File: src/rtl/surf4_pps_gen_pkg.sv
// Shared encodings for the SURF4 PPS source-select path; the register block
// imports the same mode encodings.
package surf4_pps_gen_pkg;

  typedef enum logic [1:0] {
    PPS_SEL_EXT  = 2'b00,
    PPS_SEL_INT  = 2'b01,
    PPS_SEL_AUTO = 2'b10,
    PPS_SEL_OFF  = 2'b11
  } pps_sel_e;

  typedef enum logic [1:0] {
    ST_ACQ  = 2'd0,
    ST_EXT  = 2'd1,
    ST_HOLD = 2'd2
  } pps_state_e;

  function automatic logic [31:0] sat_inc(input logic [31:0] v);
    return (v == 32'hFFFF_FFFF) ? v : v + 32'd1;
  endfunction

endpackage

File: src/rtl/surf4_pps_gen_edge_sync.sv
// External PPS front end: 2-flop synchronizer, rising-edge detect and a
// holdoff window that masks bounce/glitches after each accepted edge.
module surf4_pps_edge_sync #(
  parameter int HOLDOFF = 1000
) (
  input  logic clk_i,
  input  logic rst_i,
  input  logic i_pps,
  output logic o_ext_edge
);

  localparam int HW = $clog2(HOLDOFF + 1);

  logic [1:0]    r_sync;
  logic          r_prev;
  logic [HW-1:0] r_holdoff;
  logic          w_rise;

  assign w_rise     = r_sync[1] & ~r_prev;
  assign o_ext_edge = w_rise && (r_holdoff == '0);

  always_ff @(posedge clk_i or posedge rst_i) begin
    if (rst_i) begin
      r_sync    <= '0;
      r_prev    <= 1'b0;
      r_holdoff <= '0;
    end else begin
      r_sync <= {r_sync[0], i_pps};
      r_prev <= r_sync[1];
      if (o_ext_edge)
        r_holdoff <= HW'(HOLDOFF);
      else if (r_holdoff != '0)
        r_holdoff <= r_holdoff - 1'b1;
    end
  end

endmodule

File: src/rtl/surf4_pps_gen.sv
// PPS source selection: qualifies the external pin, runs an internal
// one-second generator and muxes them with holdover into a 1-cycle pps_o.
module surf4_pps_gen
  import surf4_pps_gen_pkg::*;
#(
  parameter int INT_PERIOD = 100000000,
  parameter int TOL        = 1000,
  parameter int HOLDOFF    = 1000
) (
  input  logic        clk_i,
  input  logic        rst_i,
  input  logic        PPS,
  input  logic [1:0]  sel_i,
  input  logic        soft_pps_i,
  output logic        pps_o,
  output logic        ext_valid_o,
  output logic        src_o,
  output logic [31:0] period_o,
  output logic [31:0] pps_count_o,
  output logic        missed_o
);

  localparam int          CW      = $clog2(INT_PERIOD);
  localparam logic [CW-1:0] CNT_MAX = CW'(INT_PERIOD - 1);
  localparam logic [31:0] WIN_LO  = 32'(INT_PERIOD - TOL);
  localparam logic [31:0] WIN_HI  = 32'(INT_PERIOD + TOL);

  pps_sel_e   w_sel;
  pps_state_e r_state, w_state_nxt;
  logic          w_ext_edge, w_int_tick, w_in_win, w_lost;
  logic          r_good, w_good_nxt;
  logic          w_pulse, w_src;
  logic          r_pps, r_src, r_missed;
  logic [31:0]   r_since, r_period, r_count;
  logic [CW-1:0] r_cnt;

  assign w_sel = pps_sel_e'(sel_i);

  surf4_pps_edge_sync #(.HOLDOFF(HOLDOFF)) u_edge (
    .clk_i      (clk_i),
    .rst_i      (rst_i),
    .i_pps      (PPS),
    .o_ext_edge (w_ext_edge)
  );

  // r_since holds the period that would be captured by an edge this cycle
  assign w_in_win   = (r_since >= WIN_LO) && (r_since <= WIN_HI);
  assign w_int_tick = (r_cnt == CNT_MAX);

  always_comb begin
    w_state_nxt = r_state;
    w_good_nxt  = r_good;
    w_lost      = 1'b0;
    case (r_state)
      ST_EXT: begin
        if ((w_ext_edge && !w_in_win) || (r_since > WIN_HI)) begin
          w_state_nxt = ST_HOLD;
          w_good_nxt  = 1'b0;
          w_lost      = 1'b1;
        end
      end
      ST_ACQ, ST_HOLD: begin
        if (w_ext_edge) begin
          if (!w_in_win) begin
            w_good_nxt = 1'b0;
          end else if (r_good) begin
            w_state_nxt = ST_EXT;
            w_good_nxt  = 1'b0;
          end else begin
            w_good_nxt = 1'b1;
          end
        end
      end
      default: w_state_nxt = ST_ACQ;
    endcase
  end

  always_comb begin
    w_pulse = 1'b0;
    w_src   = r_src;
    case (w_sel)
      PPS_SEL_EXT: begin
        w_pulse = w_ext_edge;
        w_src   = 1'b0;
      end
      PPS_SEL_INT: begin
        w_pulse = w_int_tick;
        w_src   = 1'b1;
      end
      PPS_SEL_AUTO: begin
        if (r_state == ST_EXT) begin
          w_pulse = w_ext_edge;
          w_src   = 1'b0;
        end else begin
          w_pulse = w_int_tick;
          w_src   = 1'b1;
        end
      end
      default: ;
    endcase
    // soft request ORs in so coincident sources still give one pulse
    w_pulse = w_pulse | soft_pps_i;
  end

  always_ff @(posedge clk_i or posedge rst_i) begin
    if (rst_i) begin
      r_state  <= ST_ACQ;
      r_good   <= 1'b0;
      r_since  <= '0;
      r_period <= '0;
      r_cnt    <= '0;
      r_pps    <= 1'b0;
      r_src    <= 1'b0;
      r_missed <= 1'b0;
      r_count  <= '0;
    end else begin
      r_state  <= w_state_nxt;
      r_good   <= w_good_nxt;
      r_pps    <= w_pulse;
      r_src    <= w_src;
      r_missed <= w_lost;
      if (w_pulse)
        r_count <= r_count + 32'd1;
      // clear to 1 so r_since equals the full period on the next edge cycle
      if (w_ext_edge) begin
        r_period <= r_since;
        r_since  <= 32'd1;
      end else begin
        r_since  <= sat_inc(r_since);
      end
      if (w_sel == PPS_SEL_AUTO && w_ext_edge && r_state != ST_ACQ)
        r_cnt <= '0;
      else if (w_int_tick)
        r_cnt <= '0;
      else
        r_cnt <= r_cnt + 1'b1;
    end
  end

  assign pps_o       = r_pps;
  assign ext_valid_o = (r_state == ST_EXT);
  assign src_o       = r_src;
  assign period_o    = r_period;
  assign pps_count_o = r_count;
  assign missed_o    = r_missed;

endmodule

File: config.mk
export PLATFORM = sky130hd
export DESIGN_NAME = surf4_pps_gen
export DESIGN_NICKNAME = d
export VERILOG_FILES = /design/src/rtl/surf4_pps_gen_pkg.sv /design/src/rtl/surf4_pps_gen_edge_sync.sv /design/src/rtl/surf4_pps_gen.sv
export SDC_FILE = /design/constraint.sdc
export NUM_CORES = 1
export LEC_CHECK = 0
export BUFFER_PORTS_ARGS = -buffer_cell sky130_fd_sc_hd__buf_4
export CORE_MARGIN = 4
export CORE_UTILIZATION = 59
export DETAILED_ROUTE_END_ITERATION = 10
export MAX_ROUTING_LAYER = met4
export PLACE_DENSITY = 0.8
export SYNTH_ARGS = -nofsm -noshare
export SYNTH_HDL_FRONTEND = slang
export SYNTH_SLANG_ARGS = --single-unit
File: constraint.sdc
create_clock -name clk_i -period 5.2 [get_ports clk_i]
set_input_delay 0.78 -clock clk_i [delete_from_list [all_inputs] [get_ports clk_i]]
set_output_delay 0.78 -clock clk_i [all_outputs]
set_load 0.05 [all_outputs]
# --- Word-level counts from Yosys, hierarchy flattened ---
# Index checks and enable logic that the tools add are counted.
word_totals:
  register_bits: 142
  latchBits: 0
  ram_bits: 0
  romBits: 0
  out_inout_bits: 68
  elab_cells: 73
  n_memories: 0
classes:
  add_sub_neg: 4
  mul: 0
  div_mod_pow: 0
  n_lt_le_gt_ge: 3
  n_eq_ne: 11
  shift: 0
  n_mux: 22
  bitwise_logic: 3
  n_reduce_logical: 18
op_table:
  columns: ["cell", "n"]
  rows:
  - ["adder 32 x 1 -> 32 bit (second input constant)", 2]
  - ["2-to-1 mux 32 bit", 2]
  - ["2-to-1 mux 27 bit", 2]
  - ["== test 32 bit (second input constant)", 1]
  - [">= comparator 32 x 27 -> 1 bit (second input constant)", 1]
  - ["greater-than comparator 32 x 27 -> 1 bit (second input constant)", 1]
  - ["less-or-equal comparator 32 x 27 -> 1 bit (second input constant)", 1]
  - ["adder 27 x 1 -> 27 bit (second input constant)", 1]
  - ["== test 27 bit (second input constant)", 1]
  - ["2-to-1 mux 10 bit", 2]
  - ["logical NOT 10 bit", 1]
  - ["nonzero test 10 bit", 1]
  - ["subtractor 10 x 1 -> 10 bit (second input constant)", 1]
  - ["2-to-1 mux 1 bit", 8]
  - ["2-to-1 mux 2 bit", 4]
  - ["inequality test 2 bit (second input constant)", 4]
  - ["one-hot mux 1 bit (3 select lines)", 2]
  - ["nonzero test 2 bit", 3]
  - ["logical AND 1 bit", 5]
  - ["== test 2 x 1 -> 1 bit (second input constant)", 2]
  - ["== test 2 bit (second input constant)", 2]
  - ["logical NOT 2 bit", 2]
  - ["one-hot mux 2 bit (2 select lines)", 1]
  - ["AND reduction 4 bit", 1]
  - ["other kinds (10)", 10]

# --- Depth between registers and ports, before layout ---
logic_depth:
  depth_word: 7
  ltp_mapped: 11

# --- Modules after synthesis ---
# A second synthesis with hierarchy kept.
hier_totals:
  cells_unflattened: 648
  hier_area_um2: 6950.4
modules_own_cells:
  columns: ["module", "instances", "cells_per_inst", "area_per_inst_um2", "seq_area_each_um2"]
  rows:
  - ["surf4_pps_gen", 1, 589, 6284.8, 3228.1]
  - ["surf4_pps_edge_sync", 1, 59, 665.6, 325.3]

# --- Worst setup path after synthesis ---
# OpenSTA, ideal clock, no wires.
synth_timing:
  kind: "register to register"
  start: "reg r_count[12], in the netlist pps_count_o[12]"
  end: "reg r_count[28], in the netlist pps_count_o[28]"
  setup_ps: 140
  arrival_time_ps: 2432
  required_time_ps: 5060
  setup_slack_ps: 2628
  path_stages_with_launch: 8
  period_less_slack_ps: 2572
  cell_sequence: "dfrtp_1 -> and4_1 -> nand4_1 -> or4_1 -> a21o_1 -> buf_6 -> or4_4 -> xnor2_2"
synth_via:
  elab_chain_cells: 1
synth_rtl:
  columns: ["item", "line", "source"]
  rows:
  - ["start: declaration", "surf4_pps_gen.sv:34", "logic [31:0] r_since, r_period, r_count;"]
  - ["start signal: assignment", "surf4_pps_gen.sv:123", "r_count <= r_count + 32'd1;"]
  - ["adder 32 x 1 -> 32 bit", "surf4_pps_gen.sv:123", null]
# No other way between the ends.
# A chain may end at the register's enable or synchronous reset.

# --- Worst setup path after layout ---
layout_timing:
  start: "reg u_edge.r_holdoff[0]"
  end: "reg r_count[17], in the netlist pps_count_o[17]"
layout_via:
  elab_chain_cells: 5
layout_rtl:
  columns: ["item", "line", "source"]
  rows:
  - ["start: declaration", "surf4_pps_gen_edge_sync.sv:16", "logic [HW-1:0] r_holdoff;"]
  - ["start signal: assignment", "surf4_pps_gen_edge_sync.sv:31", "r_holdoff <= HW'(HOLDOFF);"]
  - ["start signal: assignment", "surf4_pps_gen_edge_sync.sv:33", "r_holdoff <= r_holdoff - 1'b1;"]
  - ["logical NOT 10 bit (*)", "surf4_pps_gen_edge_sync.sv:20", "assign o_ext_edge = w_rise && (r_holdoff == '0);"]
  - ["logical AND 1 bit (*)", "surf4_pps_gen_edge_sync.sv:20", null]
  - ["2-to-1 mux 1 bit", "surf4_pps_gen.sv:91", "if (r_state == ST_EXT) begin"]
  - ["one-hot mux 1 bit (3 select lines) (*)", "surf4_pps_gen.sv:81", "case (w_sel)"]
  - ["bitwise OR 1 bit (*)", "surf4_pps_gen.sv:102", "w_pulse = w_pulse | soft_pps_i;"]
# Every way passes the cells marked *; elsewhere a longest branch is shown, timed or not.

==> out/results.ini <==
[final_layout]
diodes = 0
fin_area_mm2 = 0.00814
syn_to_final_growth_pct = 18.0
final_core_util_pct = 71.3
drive_above_1_share_pct = 14.0
fin_nets = 809

[synth]
yosys_warnings = 0
synth_nets = 744
syn_area_per_cell_um2 = 9.48
synth-seq-area-share_pct = 51.5
syn_inst = 728
synth.most_common_cell = dfrtp_1
ys_types = 52
ys_top_cells_by_count = dfrtp_1 (142), nand2_1 (126), nor2_1 (79), xnor2_1 (49), nand3_1 (39)
yosys-top-cells-area = dfrtp_1 (51%), nand2_1 (6.9%), xnor2_1 (6.2%), nor2_1 (4.3%), xor2_1 (4.2%)
synth-main-ff-cell = dfrtp_1
synth_top_area_share_pct = 51.5
synth_seq_cells = 142
synth_largest_area_cell = dfrtp_1
synthArstFlopShare_pct = 100
synth_edf_count = 0
synthesis.area_mm2 = 0.00690

[clock_network]
cts_hold_buf = 0
clockBufferDepth = 2
cts_tree = yes
path_clk_slew_ns = 0.06
clockRootBuffer = clkbuf_16
cts.sinks = 142
post-cts-setup-buffer-count = 0
post_cts_resized = 0
clkLatencyLatePin_ns = 0.42
cts_buffers = 17
htree_num_levels = 4

[place]
place.gp.congestion = 0.910
dpl.hpwl_mm = 10.2
postPlaceCellArea_mm2 = 0.00753
io_buffer_count = 73

[setup_path]
rr_worst_depth = 9
r2r_setup_slack_ns = 2.13
crit_path_start = u_edge.r_holdoff[0]$_DFFE_PP0P_
critical_path_arrival_ns = 3.36
critPathMaxFanout = 61
rr_startpoint = u_edge.r_holdoff[0]$_DFFE_PP0P_
start_kind = register
critical_path_class = reg2reg
end_kind = register
required_ns = 5.49
r2r-end = pps_count_o[17]$_DFFE_PP0P_

[timing]
tightest_slew_ns = 0.960
fmax_ghz = 0.326
hold_viol = 0
tns_ns = 0
min_period_ns = 3.07
finalMaxSlewViolations = 0
whs_ns = 0.352
post-route-period-util_pct = 59.0
relSlewSlack_pct = 36.0
finalSetupViolCount = 0
skew_ns = 0.00576
grt_setup_unrepaired = false

[min_path]
min_to = u_edge.r_sync[1]$_DFF_PP0_
min_path_type = reg2reg
holdCritStartpoint = u_edge.r_sync[0]$_DFF_PP0_
min_delay_path_depth = 0

[power_and_ir_drop]
power_mw = 3.05
combPwrFrac_pct = 15.0
p_int_mw = 2.18
switching_power_mw = 0.867
clockPowerShare_pct = 40.7
p_leak_nw = 3.85
switching_share_pct = 28.4
peakVddDrop_v = 0.000329
p_per_area_mw_per_mm2 = 375
p_seq_share_pct = 44.3

[floorplanning]
std_cell_rows = 39
start_util_pct = 60.4
pin_count = 74
die_x_um = 116
dieArea_mm2 = 0.0135
core_mm2 = 0.0114
die_h_um = 116

[drt]
totalWireLength_mm = 15.0
post_drt_via_cell_ratio = 5.84
num_vias = 5544
drc = 0
routedWlPerCell_um = 15.8
ant_nets = 0
firstDrtPassIters = 8
drt_iter0_markers = 516

[global_route]
grt_pass1_wl_mm = 25.8
grt_max_degree = 112
groute.usage.overall_pct = 24.7
grt.overflow.total = 0
grt_pass1_vias = 5418
antenna_found_initial = 0

[status]
status = finished clean

[flow_run]
maxCapViolCount = 0

-- worst max-delay path, cell delays in order, from the launching register on --
cell and delay (ns):
dfrtp_1 0.39, inv_1 0.09, ha_1 0.13, nor3b_2 0.30
and4_2 0.26, buf_4 0.49, a31oi_1 0.27, a21oi_1 0.62
nand4_1 0.21, xnor2_1 0.18
-- worst max-delay path by stage --
stage                                             end  slack (ns)  cells after the start
after detailed placement  pps_count_o[17]$_DFFE_PP0P_        2.15                      9
after global routing      pps_count_o[17]$_DFFE_PP0P_        1.87                      9
after floorplan                    missed_o$_DFF_PP0_        0.61                      1
final                     pps_count_o[17]$_DFFE_PP0P_        2.13                      9
after CTS                 pps_count_o[17]$_DFFE_PP0P_        2.11                      9
after global placement    pps_count_o[28]$_DFFE_PP0P_        2.26                      9
-- per-layer routing --
| layer | up-vias | track usage [%] | part of all wire [%] |
|---|---|---|---|
| li1 | 2625 | - | - |
| met5 | - | - | 0 |
| met1 | 2694 | 32.1 | 43 |
| met4 | 0 | 9.13 | 2.2 |
| met3 | 34 | 5.18 | 5.6 |
| met2 | 191 | 38.8 | 49 |
-- placed cells by master, fill, tap and decap left out, drive strengths merged, types with 5 or more instances in the layout --
master / netlist / layout
and4: 14 / 14
o21ai: 15 / 15
clkbuf: 25 / 27
ha: 10 / 10
nor4: 10 / 10
a21oi: 15 / 15
dfrtp: 142 / 142
or3: 15 / 15
xor2: 33 / 33
nor3: 22 / 22
buf: 5 / 76
and3: 20 / 20
nand4: 28 / 28
nand3: 39 / 39
a21o: 7 / 7
and2: 5 / 5
xnor2: 50 / 50
nor2: 79 / 79
nand2: 126 / 126
inv: 21 / 21
-- logic make-up (layout without fill, tap and decap cells) --
logic type / after synthesis / after routing / share of synthesized area (%)
AND/OR/NAND/NOR: 381 / 381 / 27.2
AO/OA/AOI/OAI: 57 / 57 / 5.37
buffers and inverters: 51 / 129 / 2.90
adder cells (fa/ha/maj): 10 / 10 / 1.81
multiplexers: 4 / 4 / 0.616
XOR/XNOR: 83 / 83 / 10.6
flip-flops: 142 / 142 / 51.5
-- area by class of cell --
type | instances | area, um^2
sequential | 142 | 3550
fill | 887 | 3280
multi-input combinational | 535 | 3150
timing repair buffer | 76 | 571
clock buffer | 27 | 503
tap | 143 | 179
clock inverter | 5 | 103
inverter | 21 | 83.8
-- sequential cells by signal, indices dropped and copies added, names as in the netlist --
register          flops
r_since              32
pps_count_o          32
missed_o              1
src_o                 1
r_state               2
u_edge.r_holdoff     10
u_edge.r_sync         2
period_o             32
pps_o                 1
u_edge.r_prev         1
r_good                1
r_cnt                27
-- metrics by stage --
stage               instances  setup WS [ns]
global route              949           1.87
CTS                       949           2.11
global placement          917           2.26
floorplan                 728          0.610
finish                    949           2.13
detailed placement        917           2.15
-- power groups by stage --
| stage | logic, mW | registers [mW] | clock network (mW) |
|---|---|---|---|
| final | 0.456 | 1.35 | 1.24 |
| after floorplan | 0.229 | 1.45 | 0 |
| after detailed placement | 0.459 | 1.36 | 0 |
| after CTS | 0.464 | 1.35 | 1.26 |
| after global placement | 0.442 | 1.36 | 0 |
| after global routing | 0.500 | 1.37 | 1.31 |
(Power assumes the default switching activity.)
